==> src/rtl/hsid_pkg.sv <==
// Shared types and default widths for the HSID capture path.
//
// Contents:
//   HSID_WORD_WIDTH          packed output word width (even)
//   HSID_HSP_BANDS_WIDTH     width of the per-vector band count
//   HSID_BAND_WIDTH          width of one band sample (half a word)
//   hsid_band_packer_state_t state encoding of the band packer
package hsid_pkg;

    localparam int HSID_WORD_WIDTH      = 16;
    localparam int HSID_HSP_BANDS_WIDTH = 8;
    localparam int HSID_BAND_WIDTH      = HSID_WORD_WIDTH / 2;

    typedef enum logic [2:0] {
        HB_IDLE  = 3'd0,
        HB_LOW   = 3'd1,
        HB_HIGH  = 3'd2,
        HB_FLUSH = 3'd3,
        HB_DONE  = 3'd4,
        HB_ERROR = 3'd5,
        HB_CLEAR = 3'd6
    } hsid_band_packer_state_t;

endpackage

==> src/rtl/hsid_band_packer.sv <==
// Packs a vector of HSP band samples, two per output word, for the
// captured-vector FIFO. Even bands fill the low half, odd bands the high
// half; an odd-length vector ends with a zero high half.
//
// Ports:
//   clk, rst_n                  clock (rising edge), async active-low reset
//   clear                       synchronous abort of the current vector
//   start, hsp_bands            begin a vector of hsp_bands bands (idle only)
//   band_valid/ready, band_data band input stream (WORD_WIDTH/2 bits)
//   pack_valid/ready, pack_data packed output stream (WORD_WIDTH bits)
//   pack_last                   final pack of the vector
//   idle, done, error, cancelled status (done/error/cancelled are pulses)
//
// state    | meaning
// ---------+---------------------------------------------------------
// HB_IDLE  | waiting for start
// HB_LOW   | waiting for an even band (low half of the next pack)
// HB_HIGH  | waiting for an odd band (high half), then emit the pack
// HB_FLUSH | all bands taken, waiting for the last pack to drain
// HB_DONE  | done pulse, reinitialise, back to idle
// HB_ERROR | zero-length vector requested; error pulse, back to idle
// HB_CLEAR | vector aborted; cancelled pulse, back to idle
module hsid_band_packer
    import hsid_pkg::*;
#(
    parameter int WORD_WIDTH      = HSID_WORD_WIDTH,
    parameter int HSP_BANDS_WIDTH = HSID_HSP_BANDS_WIDTH
) (
    input  logic                       clk,
    input  logic                       rst_n,
    input  logic                       clear,
    input  logic                       start,
    input  logic [HSP_BANDS_WIDTH-1:0] hsp_bands,
    input  logic                       band_valid,
    input  logic [WORD_WIDTH/2-1:0]    band_data,
    output logic                       band_ready,
    output logic                       pack_valid,
    output logic [WORD_WIDTH-1:0]      pack_data,
    output logic                       pack_last,
    input  logic                       pack_ready,
    output logic                       idle,
    output logic                       done,
    output logic                       error,
    output logic                       cancelled
);

    localparam int HALF = WORD_WIDTH / 2;

    hsid_band_packer_state_t state_q, state_d;

    logic [HSP_BANDS_WIDTH-1:0] cfg_hsp_bands_q, cfg_hsp_bands_d;
    logic [HSP_BANDS_WIDTH-1:0] band_count_q, band_count_d;
    logic [WORD_WIDTH-1:0]      pack_data_q, pack_data_d;
    logic                       pack_valid_q, pack_valid_d;
    logic                       pack_last_q, pack_last_d;
    logic                       done_q, done_d;
    logic                       error_q, error_d;
    logic                       cancelled_q, cancelled_d;

    logic                       collecting;
    logic                       band_fire;
    logic                       pack_fire;
    logic                       abort;
    logic [HSP_BANDS_WIDTH:0]   count_inc;
    logic                       last_band;

    // One extra bit so an all-ones band count compares without wrapping.
    assign count_inc = {1'b0, band_count_q} + {{HSP_BANDS_WIDTH{1'b0}}, 1'b1};
    assign last_band = (count_inc == {1'b0, cfg_hsp_bands_q});

    assign collecting = (state_q == HB_LOW) || (state_q == HB_HIGH);
    assign abort      = clear && (state_q != HB_IDLE) && (state_q != HB_CLEAR);

    // Gating with clear keeps an aborted cycle from also consuming a band.
    assign band_ready = collecting && !clear && (!pack_valid_q || pack_ready);
    assign band_fire  = band_valid && band_ready;
    assign pack_fire  = pack_valid_q && pack_ready;

    always_comb begin
        state_d         = state_q;
        cfg_hsp_bands_d = cfg_hsp_bands_q;
        band_count_d    = band_count_q;
        pack_data_d     = pack_data_q;
        pack_valid_d    = pack_valid_q;
        pack_last_d     = pack_last_q;
        done_d          = 1'b0;
        error_d         = 1'b0;
        cancelled_d     = 1'b0;

        if (pack_fire) begin
            pack_valid_d = 1'b0;
            pack_last_d  = 1'b0;
        end

        case (state_q)
            HB_IDLE: begin
                if (start) begin
                    if (hsp_bands == '0) begin
                        state_d = HB_ERROR;
                        error_d = 1'b1;
                    end else begin
                        cfg_hsp_bands_d = hsp_bands;
                        band_count_d    = '0;
                        state_d         = HB_LOW;
                    end
                end
            end
            HB_LOW: begin
                if (band_fire) begin
                    // Zeroing the high half here covers the odd-length tail.
                    pack_data_d  = {{HALF{1'b0}}, band_data};
                    band_count_d = count_inc[HSP_BANDS_WIDTH-1:0];
                    if (last_band) begin
                        pack_valid_d = 1'b1;
                        pack_last_d  = 1'b1;
                        state_d      = HB_FLUSH;
                    end else begin
                        state_d = HB_HIGH;
                    end
                end
            end
            HB_HIGH: begin
                if (band_fire) begin
                    // Overrides the pack_fire clear above: back-to-back packs.
                    pack_data_d  = {band_data, pack_data_q[HALF-1:0]};
                    pack_valid_d = 1'b1;
                    pack_last_d  = last_band;
                    band_count_d = count_inc[HSP_BANDS_WIDTH-1:0];
                    state_d      = last_band ? HB_FLUSH : HB_LOW;
                end
            end
            HB_FLUSH: begin
                if (pack_fire) begin
                    state_d = HB_DONE;
                    done_d  = 1'b1;
                end
            end
            HB_DONE, HB_ERROR, HB_CLEAR: begin
                cfg_hsp_bands_d = '1;
                band_count_d    = '0;
                pack_valid_d    = 1'b0;
                pack_last_d     = 1'b0;
                state_d         = HB_IDLE;
            end
            default: begin
                state_d = HB_IDLE;
            end
        endcase

        if (abort) begin
            state_d      = HB_CLEAR;
            cancelled_d  = 1'b1;
            done_d       = 1'b0;
            error_d      = 1'b0;
            pack_valid_d = 1'b0;
            pack_last_d  = 1'b0;
        end
    end

    always_ff @(posedge clk or negedge rst_n) begin
        if (!rst_n) begin
            state_q         <= HB_IDLE;
            cfg_hsp_bands_q <= '1;
            band_count_q    <= '0;
            pack_data_q     <= '0;
            pack_valid_q    <= 1'b0;
            pack_last_q     <= 1'b0;
            done_q          <= 1'b0;
            error_q         <= 1'b0;
            cancelled_q     <= 1'b0;
        end else begin
            state_q         <= state_d;
            cfg_hsp_bands_q <= cfg_hsp_bands_d;
            band_count_q    <= band_count_d;
            pack_data_q     <= pack_data_d;
            pack_valid_q    <= pack_valid_d;
            pack_last_q     <= pack_last_d;
            done_q          <= done_d;
            error_q         <= error_d;
            cancelled_q     <= cancelled_d;
        end
    end

    assign pack_valid = pack_valid_q;
    assign pack_data  = pack_data_q;
    assign pack_last  = pack_last_q;
    assign idle       = (state_q == HB_IDLE);
    assign done       = done_q;
    assign error      = error_q;
    assign cancelled  = cancelled_q;

endmodule

==> config.mk <==
export PLATFORM = sky130hd
export DESIGN_NAME = hsid_band_packer
export DESIGN_NICKNAME = d
export VERILOG_FILES = /design/src/rtl/hsid_pkg.sv /design/src/rtl/hsid_band_packer.sv
export SDC_FILE = /design/constraint.sdc
export NUM_CORES = 1
export LEC_CHECK = 0
export ABC_AREA = 1
export CORE_MARGIN = 5
export CORE_UTILIZATION = 45
export DETAILED_ROUTE_END_ITERATION = 10
export PLACE_DENSITY = 0.83
export SYNTH_ARGS = -nofsm -noshare
export SYNTH_HDL_FRONTEND = slang
export SYNTH_SLANG_ARGS = --single-unit
==> constraint.sdc <==
create_clock -name clk -period 1.65 [get_ports clk]
set_clock_uncertainty 0.15 [all_clocks]
set_input_delay 0.2475 -clock clk [delete_from_list [all_inputs] [get_ports clk]]
set_output_delay 0.2475 -clock clk [all_outputs]
set_load 0.1 [all_outputs]
# Yosys cells after proc, flatten, opt, wreduce, memory -nomap -nowiden
# Cells that the tools add are included.
[totals] in_bits=22 elab_cells=91 out_inout_bits=23 reg_bits=40
[op_classes] n_eq_ne=17 reduce_logical=23 bitwise_logic=1 add_sub_neg=1 n_mux=39
[ops] cell="$mux W8" count=5
[ops] cell="$mux W16" count=2
[ops] cell="$pmux W16 S2" count=1
[ops] cell="$pmux W8 S3" count=1
[ops] cell="$mux W1" count=19
[ops] cell="$mux W3" count=6
[ops] cell="$pmux W8 S2" count=1
[ops] cell="$ne A3 B3 Y1 const B" count=4
[ops] cell="$pmux W3 S4" count=1
[ops] cell="$add A8 B1 Y9 const B" count=1
[ops] cell="$eq A3 B3 Y1 const B" count=3
[ops] cell="$eq A9 B8 Y1" count=1
[ops] cell="$reduce_and A3 Y1" count=3
[ops] cell="$logic_not A8 Y1" count=1
[ops] cell="$ne A2 B2 Y1 const B" count=4
[ops] cell="$reduce_and A4 Y1" count=2
[ops] cell="$eq A3 B2 Y1 const B" count=2
[ops] cell="$logic_and A1 B1 Y1" count=6
[ops] cell="$pmux W1 S3" count=2
[ops] cell="$reduce_bool A3 Y1" count=2
[ops] cell="$reduce_bool A2 Y1" count=2
[ops] cell="$eq A3 B1 Y1 const B" count=1
[ops] cell="$logic_not A3 Y1" count=1
[ops] cell="$ne A3 B2 Y1 const B" count=1
[ops] cell="7 further kinds" count=9

# Longest topological paths before layout
# Gate-level depths: netlist (run 1).
[depth] depth_word=8 ltp_mapped=13

# Least setup slack after synthesis (run 1)
# Ideal clock, no wire load.
[synth_path] path_type="reg-to-reg" start="register pack_valid_q (netlist: pack_valid)" end="register state_q[0]" t_required_ns=1.378 path_stages_with_launch=14 path_slack_ns=-0.711 setup_time_ns=0.122 arrival_ns=2.089 period_less_slack_ns=2.361 path_cell_list="dfrtp_1 -> inv_1 -> nor2_1 -> nor2_1 -> and2_4 -> nand2_2 -> buf_6 -> nand2_2 -> nand2_2 -> inv_2 -> nand2_2 -> inv_2 -> o21ai_1 -> a21oi_2"
[synth_via] elab_chain_len=6
[synth_lines] element="start, declared" line_no="hsid_band_packer.sv:54" rtl="logic pack_valid_q, pack_valid_d;"
[synth_lines] element="start signal, assigned" line_no="hsid_band_packer.sv:176" rtl="pack_valid_q <= pack_valid_d;"
[synth_lines] element="$logic_not A1 Y1 (*)" line_no="hsid_band_packer.sv:75" rtl="assign band_ready = collecting && !clear && (!pack_valid_q || pack_ready);"
[synth_lines] element="$logic_or A1 B1 Y1 (*)" line_no="hsid_band_packer.sv:75"
[synth_lines] element="$logic_and A1 B1 Y1 (*)" line_no="hsid_band_packer.sv:75"
[synth_lines] element="named net band_ready" line_no="hsid_band_packer.sv:36" rtl="output logic band_ready,"
[synth_lines] element="$logic_and A1 B1 Y1 (*)" line_no="hsid_band_packer.sv:76" rtl="assign band_fire = band_valid && band_ready;"
[synth_lines] element="$ne A3 B3 Y1 (no source line)"
[synth_lines] element="$reduce_and A4 Y1 (no source line) (*)"
[synth_lines] element="end signal, assigned" line_no="hsid_band_packer.sv:172" rtl="state_q <= state_d;"
[synth_lines] element="end, declared" line_no="hsid_band_packer.sv:49" rtl="hsid_band_packer_state_t state_q, state_d;"
# Mark *: on every way through the listed nets, which the timed path passes. The rest lies on a longest branch.
# A chain may end at the register's enable or synchronous reset.

# Worst setup path in the final report (run 1)
[layout_path] start="register band_count_q[0]" end="register pack_last_q (netlist: pack_last)"
[layout_via] elab_chain_len=6
[layout_lines] element="start, declared" line_no="hsid_band_packer.sv:52" rtl="logic [HSP_BANDS_WIDTH-1:0] band_count_q, band_count_d;"
[layout_lines] element="start signal, assigned" line_no="hsid_band_packer.sv:174" rtl="band_count_q <= band_count_d;"
[layout_lines] element="$add A8 B1 Y9 (*)" line_no="hsid_band_packer.sv:68" rtl="assign count_inc = {1'b0, band_count_q} + {{HSP_BANDS_WIDTH{1'b0}}, 1'b1};"
[layout_lines] element="$eq A9 B8 Y1 (*)" line_no="hsid_band_packer.sv:69" rtl="assign last_band = (count_inc == {1'b0, cfg_hsp_bands_q});"
[layout_lines] element="$mux W1" line_no="hsid_band_packer.sv:113" rtl="if (last_band) begin"
[layout_lines] element="$mux W1" line_no="hsid_band_packer.sv:109" rtl="if (band_fire) begin"
[layout_lines] element="$pmux W1 S3 (*)" line_no="hsid_band_packer.sv:95" rtl="case (state_q)"
[layout_lines] element="$mux W1 (*)" line_no="hsid_band_packer.sv:150" rtl="if (abort) begin"
[layout_lines] element="named net pack_last_d" line_no="hsid_band_packer.sv:55" rtl="logic pack_last_q, pack_last_d;"
[layout_lines] element="end signal, assigned" line_no="hsid_band_packer.sv:177" rtl="pack_last_q <= pack_last_d;"
[layout_lines] element="end, declared" line_no="hsid_band_packer.sv:55"
# Marked as above.

==> flow_summary.toml, run 1 <==
[die]
row_count = 24
core_area_mm2 = 0.00441
die_h_um = 78.0
initial_core_util_pct = 47.1
die-area_mm2 = 0.00608
pin_count = 45
floorplan.die.width_um = 78.0

[worst_setup_path]
worstSetupStartpoint = "band_count_q[0]"
critical_path_cell_count = 11
r2r_slack_ps = -490
timing.rr.end = "pack_last"
timing.critical_path.max_delay_family = "simple AND/OR/NAND/NOR gates"
cell_by_cell_trace_of_the_critical_path = "buf_6 > nand2_4 > nor2_4 > nand3_1 > nand3_1 > nand2_1 > nor2_2 > nand4_1 > nand3_2 > nand2_2 > a21oi_2"
ff2ff_path_depth = 11
worst-path-buf-inv = 1
path_class = "flop to flop"
critical_path.max_fanout = 6
worst-endpoint-arrival_ps = 2230
setup.worst_path.end_class = "flop"
worst_setup_path_start_kind = "flop"
worstReg2RegStart = "band_count_q[0]"
critPathSlowestCell = "dfrtp_1"
cp_slowest_stage_delay_ps = 410
critical_path.endpoint = "pack_last"
cp_data_required_time_ps = 1740
timing.critical_path.mode_cell = "nand3_1"

[sta]
timing.final.ws_setup_ps = -486
max_freq_ghz = 0.468
timing.slew.headroom_pct = 65.5
slew_at_the_pin_closest_to_its_max_slew_limit_ps = 517
final-setup-viol-count = 38
final.hold.worst_slack_ps = 142
grt_setup_unrepaired = "true"
final.period_utilization_pct = 129
finalHoldViolCount = 0
totalNegativeSetupSlack_ps = -7440
final-max-slew-violation-count = 0
post_route_minimum_period_ps = 2140

[final_layout]
mostFrequentLayoutCell = "nand2_1"
layout-drive-gt1-share_pct = 52.1
fin_nets = 398
final_cell_mix = "46 x nand2_1, 44 x buf_4, 30 x dfrtp_1"
num-fill-cells = 197
n_antenna_cell = 0
seqCellArea_mm2 = 0.00102
multi_input_area_mm2 = 0.00125
syn_to_final_growth_pct = 82.4

[synth]
synth_cell_types = 29
synth_fp_nets = 290
yosysWarnings = 0
syn_area_mm2 = 0.00208
synth_seq_cells = 40
synth.yosys.seq_area_share_pct = 48.6
synthCells = 267
postSynthAreaPerCell_um2 = 7.78

[detailed_routing]
route.detailed.wl_per_inst_um = 20.8
antenna_violating_nets_post_route = 0
drt_pre_antenna_iters = 5
dr_total_vias = 2633
wl_um = 8890
viasPerCell = 6.15
drc = 0
drt_iter0_drc = 302

[pwr]
power.internal_mw = 4.06
power_per_cell_area_mw_per_mm2 = 2220
power.share.combinational_pct = 70.5
sequentialPowerShare_pct = 21.5
leakagePower_nw = 1.74
vdd_drop_max_v = 0.00152
switching_share_pct = 51.9
total_switching_power_mw = 4.37
share_clk_of_total_power_pct = 8.0

[cts]
cts_tree = "built"
numCtsBuffers = 5
total_number_of_clock_tree_sinks = 40
clkTransAtPathRegs_ps = 80
clock_tree.htree_level_count = 2
clock_insertion_delay_worst_skew_ps = 310
max-clock-path-buffers = 2
cts_root_buffer = "clkbuf_8"

[placed_design]
portBuffers = 44
gp_congestion = 0.915
dpl.hpwl_um = 4430
post-place-ws_ps = -425

[grt]
globalRoute.totalOverflow = 0
grt_start_max_net_pins = 24
vias_in_the_first_global_route = 2316
antenna_violations_before_repair = 0
grtUsageTotal_pct = 23.3
first_pass_grt_wire_length_um = 11300

[job]
cap_violations = 0

[status]
failing_checks = "setup timing"
run_status = "complete, but fails checks"

[worst_hold_path]
holdCritPathClass = "primary input to flop"
-- Yosys cell counts, drive strengths merged --
master	n	area [µm²]
nor4	2	12.5
nand2	75	302
o21bai	1	7.51
mux2	1	11.3
clkbuf	2	7.51
and2	2	15.0
inv	29	109
ha	1	12.5
dfstp	8	210
nor2	24	108
xnor2	1	8.76
nand4	7	43.8
a21oi	8	43.8
nand3	28	140
o22ai	1	6.26
o21ai	38	190
buf	5	33.8
o221ai	1	8.76
o21a	1	7.51
dfrtp	32	801
-- area by class of cell --
type | count | share of cell area, %
clock buffer | 7 | 2.01
clock inverter | 1 | 0.132
inverter | 29 | 3.10
multi-input combinational | 192 | 33.0
sequential | 40 | 26.8
tap | 52 | 1.72
timing repair buffer | 107 | 33.2
-- cells by family (layout without fill, tap and decap cells) --
family                     after synthesis  count (layout)  synth area share [%]
buffers and inverters                   36             144                  7.22
and+or+nand+nor                        138             138                  29.9
adders and majority gates                1               1                 0.602
AOI/OAI and AO/OA                       50              51                  12.7
DFF                                     40              40                  48.6
xor gates and xnor gates                 1               1                 0.422
muxes                                    1               1                 0.542
-- tightest hold or removal path, cell delays in order --
cell and delay, ps:
dlymetal6s2s_1 150, o21ai_2 80, o21ai_1 80
-- repair_timing --
item,CTS,global route
endpoints found under the hold margin,19,0
setup buffers,7,10
pin swaps,14,25
endpoints found under the setup margin,37,39
hold buffers,1,0
gates resized for setup,35,89
gates cloned,1,4
-- power by group through the flow --
| stage | Clock [mW] | Sequential [mW] | Combinational (mW) |
|---|---|---|---|
| after floorplan | 0 | 2.95 | 1.48 |
| after global placement | 0 | 1.69 | 4.45 |
| after detailed placement | 0 | 1.71 | 4.55 |
| after global routing | 0.715 | 1.84 | 6.15 |
| final | 0.673 | 1.81 | 5.95 |
| after CTS | 0.656 | 1.70 | 4.97 |
-- registers in the layout (all words and copies together), names as in the netlist --
signal and count:
state_q 3, band_count_q 8, pack_last 1, done 1
cfg_hsp_bands_q 8, pack_valid 1, pack_data 16, cancelled 1
error 1
-- how the worst min path moves through the flow --
stage | endpoint | startpoint | depth (start not counted) | slack (ps)
CTS | pack_data[11] | rst_n | 2 | 300
finish | cfg_hsp_bands_q[2] | hsp_bands[2] | 3 | 140
global placement | pack_data[12] | rst_n | 1 | 80
detailed placement | pack_data[9] | rst_n | 1 | 90
global route | cfg_hsp_bands_q[2] | hsp_bands[2] | 3 | 150
floorplan | band_count_q[0] | rst_n | 0 | -200
-- stage by stage --
step | power [mW] | util (%) | instance area [µm²] | cells
after CTS | 7.33 | 77.3 | 3410 | 415
final | 8.43 | 85.9 | 3790 | 428
after floorplan | 4.44 | - | 2120 | 267
after global placement | 6.14 | 70.8 | 3130 | 398
after global routing | 8.70 | 85.9 | 3790 | 428
after detailed placement | 6.26 | 70.8 | 3130 | 398
-- metal layers --
metal | vias to the layer above | routed length [µm] | track usage (%)
met3 | 57 | 831 | 5.09
li1 | 1101 | - | -
met2 | 215 | 4340 | 38.6
met5 | - | 0 | 0
met1 | 1260 | 3190 | 28.2
met4 | 0 | 525 | 12.3
Note: power is estimated with default switching activity, not from simulation.
==> run 2: changes to the inputs <==
--- a/config.mk
+++ b/config.mk
@@ -9,7 +9,7 @@
 export CORE_MARGIN = 5
 export CORE_UTILIZATION = 45
 export DETAILED_ROUTE_END_ITERATION = 10
-export PLACE_DENSITY = 0.83
+export PLACE_DENSITY = 0.76
 export SYNTH_ARGS = -nofsm -noshare
 export SYNTH_HDL_FRONTEND = slang
 export SYNTH_SLANG_ARGS = --single-unit
==> run 2 against run 1 <==
  * The run still ends with setup timing left
  * Clock power is 4.2% lower
  * Sequential power is 6% lower
  * First-iteration DRC count is 26% lower
  * Worst hold slack worse by 43 ps
  * Sequential cell count stayed put
  * Power is 12% lower
  * Utilization is 6.4 points lower
  * Clock-buffer cell count stayed put
  * Maximum frequency is 8.4% higher
  * Via count is 13% lower
  * Sequential share of layout area is 2.2 points higher
  * Non-clock buffer count is 4 lower
  * Critical path type unchanged
  * Largest cell class unchanged
==> flow_summary.toml, run 2 (synthesized netlist as in run 1, its figures left out) <==
[cts]
total_number_of_clock_tree_sinks = 40
cts_root_buffer = "clkbuf_8"
clkTransAtPathRegs_ps = 80
clock_insertion_delay_worst_skew_ps = 300
clock_tree.htree_level_count = 2
numCtsBuffers = 5
cts_tree = "built"
max-clock-path-buffers = 2

[sta]
slew_at_the_pin_closest_to_its_max_slew_limit_ps = 408
final-max-slew-violation-count = 0
final.period_utilization_pct = 119
timing.slew.headroom_pct = 72.8
max_freq_ghz = 0.508
timing.final.ws_setup_ps = -320
post_route_minimum_period_ps = 1970
final-setup-viol-count = 15
totalNegativeSetupSlack_ps = -2350
grt_setup_unrepaired = "true"
finalHoldViolCount = 0

[final_layout]
post-route-util_pct = 79.5
n_antenna_cell = 0
mostFrequentLayoutCell = "nand2_1"
layout-drive-gt1-share_pct = 40.9
fin_nets = 394
final_cell_mix = "59 x nand2_1, 52 x buf_4, 30 x dfrtp_1"
largest_reg_flops = 16
syn_to_final_growth_pct = 68.8

[pwr]
power.internal_mw = 3.67
share_clk_of_total_power_pct = 8.7
power.share.combinational_pct = 68.4
fin_total_pwr_mw = 7.46
vdd_drop_max_v = 0.00164
switching_share_pct = 50.7
total_switching_power_mw = 3.78
sequentialPowerShare_pct = 23.0
leakagePower_nw = 1.66
power_per_cell_area_mw_per_mm2 = 2130

[worst_setup_path]
setup.worst_path.end_class = "flop"
timing.critical_path.max_delay_family = "simple AND/OR/NAND/NOR gates"
path_class = "flop to flop"
worst-endpoint-arrival_ps = 2050
cp_slowest_stage_delay_ps = 430
worst_setup_path_start_kind = "flop"
critical_path_cell_count = 13
cp_data_required_time_ps = 1730
critical_path.max_fanout = 4
cell_by_cell_trace_of_the_critical_path = "ha_4 > nand2_4 > inv_2 > nand3_1 > nand3_1 > nand2_1 > inv_1 > nand2_1 > nor2_2 > nand4_1 > nand3_1 > nand2_1 > a21oi_2"
ff2ff_path_depth = 13
r2r_slack_ps = -320
critPathSlowestCell = "dfrtp_1"
worst-path-buf-inv = 2

[detailed_routing]
dr_total_vias = 2296
drt_iter0_drc = 222
drc = 0
wl_um = 6440
top_layer_used_by_detailed_routing = "met4"
viasPerCell = 5.42
antenna_violating_nets_post_route = 0
drt_pre_antenna_iters = 4
wirelength_met1_um = 2600
wl_met2_um = 3200
route.detailed.wl_per_inst_um = 15.2
route.met3.wl_um = 476

[grt]
vias_in_the_first_global_route = 2171
grtUsageTotal_pct = 20.1
grt_start_max_net_pins = 24
globalRoute.totalOverflow = 0
antenna_violations_before_repair = 0
first_pass_grt_wire_length_um = 9960

[worst_hold_path]
whs_path_depth = 3
holdCritPathClass = "primary input to flop"

[die]
floorplan.die.width_um = 78.0
initial_core_util_pct = 47.1
die-area_mm2 = 0.00608
row_count = 24
die_h_um = 78.0
pin_count = 45
core_area_mm2 = 0.00441

[placed_design]
portBuffers = 44
gp_congestion = 0.878
post-place-ws_ps = -385
dpl.hpwl_um = 4430

[job]
cap_violations = 0

[status]
run_status = "complete, but fails checks"
failing_checks = "setup timing"
[run 2: per-stage QoR]
stage | hold slack [ps] | instance area, µm² | instances
floorplan | -198 | 2120 | 267
global placement | 44.1 | 3200 | 409
detailed placement | 52.8 | 3200 | 409
CTS | 276 | 3350 | 419
global route | 129 | 3510 | 424
finish | 98.9 | 3510 | 424
[run 2: worst paths after layout]
kind	to	startpoint
max	pack_last	band_count_q[1]
min	cfg_hsp_bands_q[6]	hsp_bands[6]
max reg2reg	pack_last	band_count_q[1]
min reg2reg	cfg_hsp_bands_q[2]	cfg_hsp_bands_q[2]
max in group asynchronous	cfg_hsp_bands_q[6]	rst_n
min in group asynchronous	pack_data[8]	rst_n
[run 2: layout make-up]
class / instances / area (µm²)
clock inverters: 1 / 5.00
repair buffers: 103 / 1140
flip-flops and latches: 40 / 1020
fillers: 256 / 906
clock buffers: 7 / 76.3
well taps: 52 / 65.1
inverters: 29 / 113
multi-input cells: 192 / 1090
[run 2: power by group through the flow]
stage	sequential (mW)	combinational, mW	clock [mW]
final	1.71	5.10	0.645
after global placement	1.69	4.57	0
after detailed placement	1.71	4.65	0
after floorplan	2.95	1.48	0
after CTS	1.70	4.71	0.653
after global routing	1.76	5.38	0.703
[run 2: worst reg2reg max path: cells and delay by family, from the launching register on]
kind	cells	cell delay, ps
buffers and inverters	2	140
adder cells (fa/ha/maj)	1	210
flip-flops	1	430
AND/OR/NAND/NOR	9	860
AO/OA/AOI/OAI	1	110
[run 2: per-layer routing]
metal | global-route usage [%] | up-vias
met4 | 8.11 | 0
met5 | 0 | -
li1 | - | 1096
met1 | 25.0 | 1079
met2 | 34.0 | 103
met3 | 4.40 | 18
[run 2: repair_timing]
action	CTS	global route
gates cloned	0	1
resized for setup	16	46
hold buffers	1	0
endpoints found under the hold margin	15	0
buffers inserted	1	4
endpoints found under the setup margin	39	39
pin swaps	7	15
==> run 3: changes to the inputs <==
--- a/config.mk
+++ b/config.mk
@@ -7,9 +7,10 @@
 export LEC_CHECK = 0
 export ABC_AREA = 1
 export CORE_MARGIN = 5
-export CORE_UTILIZATION = 45
+export CORE_UTILIZATION = 50
 export DETAILED_ROUTE_END_ITERATION = 10
-export PLACE_DENSITY = 0.76
+export PLACE_DENSITY = 0.8
+export SLEW_MARGIN = 20
 export SYNTH_ARGS = -nofsm -noshare
 export SYNTH_HDL_FRONTEND = slang
 export SYNTH_SLANG_ARGS = --single-unit
==> constraint.sdc (replaced) <==
create_clock -name clk -period 2.02 [get_ports clk]
set_clock_uncertainty 0.15 [all_clocks]
set_input_delay 0.303 -clock clk [delete_from_list [all_inputs] [get_ports clk]]
set_output_delay 0.303 -clock clk [all_outputs]
set_load 0.1 [all_outputs]
==> run 3 against run 2 <==
  * The run now ends clean
  * Routed wire length fell by 23%
  * Sequential share of layout area grew 7.0 points
  * Cell area shrank 20%
  * Via count decreased by 15%
  * Utilization fell by 9.4 points
  * First-iteration DRC count decreased by 43%
  * Clock power fell by 16%
  * Die area shrank 8.8%
  * Largest cell class is now flip-flops and latches
  * Non-clock buffer count down 43
  * Critical endpoint is now band_ready
==> flow_summary.toml, run 3 (synthesized netlist as in run 1, its figures left out) <==
[sta]
max_freq_ghz = 0.512
final.hold.worst_slack_ps = 337
slew_at_the_pin_closest_to_its_max_slew_limit_ps = 490
final-max-slew-violation-count = 0
post_route_minimum_period_ps = 1950
timing.slew.headroom_pct = 67.3
grt_setup_unrepaired = "true"
final.period_utilization_pct = 96.7
final-setup-viol-count = 0
finalHoldViolCount = 0
timing.final.ws_setup_ps = 67.5
totalNegativeSetupSlack_ps = 0

[die]
die-area_mm2 = 0.00555
initial_core_util_pct = 51.6
row_count = 23
floorplan.die.width_um = 74.5
die_h_um = 74.5
pin_count = 45
core_area_mm2 = 0.00403

[cts]
numCtsBuffers = 5
max-clock-path-buffers = 2
clock_insertion_delay_worst_skew_ps = 300
total_number_of_clock_tree_sinks = 40
cts_tree = "built"
clkTransAtPathRegs_ps = 80
clock_tree.htree_level_count = 2
cts_root_buffer = "clkbuf_8"

[pwr]
sequentialPowerShare_pct = 26.4
power.share.combinational_pct = 62.7
fin_total_pwr_mw = 5.00
switching_share_pct = 54.3
share_clk_of_total_power_pct = 10.9
total_switching_power_mw = 2.72
vdd_drop_max_v = 0.00103
power_per_cell_area_mw_per_mm2 = 1770
leakagePower_nw = 1.32
power.internal_mw = 2.28

[worst_setup_path]
critPathSlowestCell = "dfrtp_1"
cell_by_cell_trace_of_the_critical_path = "nor2_2 > nand2_2 > nand2_2 > and2_4 > buf_4 > buf_12"
critical_path.max_fanout = 4
setup.worst_path.end_class = "primary output"
ff2ff_path_depth = 10
worst_setup_path_start_kind = "flop"
timing.critical_path.mode_cell = "nand2_2"
cp_data_required_time_ps = 1570
cp_slowest_stage_delay_ps = 440
path_class = "flop to primary output"
worst-endpoint-arrival_ps = 1500

[grt]
globalRoute.totalOverflow = 0
first_pass_grt_wire_length_um = 8020
grtUsageTotal_pct = 18.7
vias_in_the_first_global_route = 1742
antenna_violations_before_repair = 0
grt_start_max_net_pins = 24

[status]
run_status = "complete, no violations"

[placed_design]
post-place-ws_ps = -63.7
dpl.hpwl_um = 3680
gp_congestion = 0.882
numPlacedInstances = 366
portBuffers = 44
postPlaceCellArea_mm2 = 0.00265

[detailed_routing]
route.detailed.wl_per_inst_um = 13.0
wl_um = 4930
dr_total_vias = 1946
antenna_violating_nets_post_route = 0
viasPerCell = 5.15
drt_pre_antenna_iters = 4
drt_iter0_drc = 127
drc = 0

[final_layout]
num-fill-cells = 330
n_antenna_cell = 0
finalNonFillerCells = 378
post-route-util_pct = 70.1
layout-drive-gt1-share_pct = 28.0
largest_reg_flops = 16
fin_nets = 350
mostFrequentLayoutCell = "nand2_1"
syn_to_final_growth_pct = 35.9
layout.cell_area.non_filler_mm2 = 0.00282
final_cell_mix = "59 x nand2_1, 36 x o21ai_0, 33 x buf_4"

[worst_hold_path]
holdCritPathClass = "flop to flop"
whs_path_depth = 2

[job]
cap_violations = 0
[run 3: cell types whose count changed in the layout (fill, tap and decap cells not counted), sizes merged]
cell,previous run,this run
o21a,2,1
clkinv,1,0
clkdlybuf4s50,19,20
clkbuf,7,8
buf,82,39
dlymetal6s2s,1,0
[run 3: cell type report]
class,count,area [µm²],area share [%]
Timing Repair Buffer,60,554,19.6
Sequential cell,40,1010,35.9
Tap cell,50,62.6,2.22
Clock buffer,8,90.1,3.19
Multi-Input combinational cell,191,990,35.0
Inverter,29,113,3.99
[run 3: final timing paths]
kind                                  from            endpoint  slack, ps
max reg2reg                band_count_q[0]           pack_last         70
max in group asynchronous            rst_n  cfg_hsp_bands_q[1]        810
min in group asynchronous            rst_n          pack_valid        350
max                             state_q[2]          band_ready         70
min reg2reg                  pack_data[15]       pack_data[15]        340
min                          pack_data[15]       pack_data[15]        340
[run 3: layer usage]
layer	vias up	share of wire, %	track usage [%]
met5	-	0	0
met1	875	45	25.0
met3	12	7.2	4.46
met4	0	2.5	8.10
li1	1001	-	-
met2	58	45	28.9
[run 3: worst max-delay path: cells and delay by family (launching register included)]
kind	cells	cell delay, ps
AND/OR/NAND/NOR	4	480
buffers and inverters	2	270
flip-flops	1	440
[run 3: what timing repair did]
action	4_1_cts	5_1_grt
endpoints found under the hold margin	19	0
setup endpoints to repair	1	13
hold buffers	1	0
buffers inserted	1	2
resized for setup	2	15
pin swaps	2	7
[run 3: power groups by stage]
stage / Clock (mW) / Sequential (mW) / Combinational [mW]
finish: 0.544 / 1.32 / 3.13
global route: 0.595 / 1.36 / 3.35
CTS: 0.560 / 1.31 / 3.07
detailed placement: 0 / 1.32 / 3.04
global placement: 0 / 1.31 / 3.00
floorplan: 0 / 2.41 / 1.17
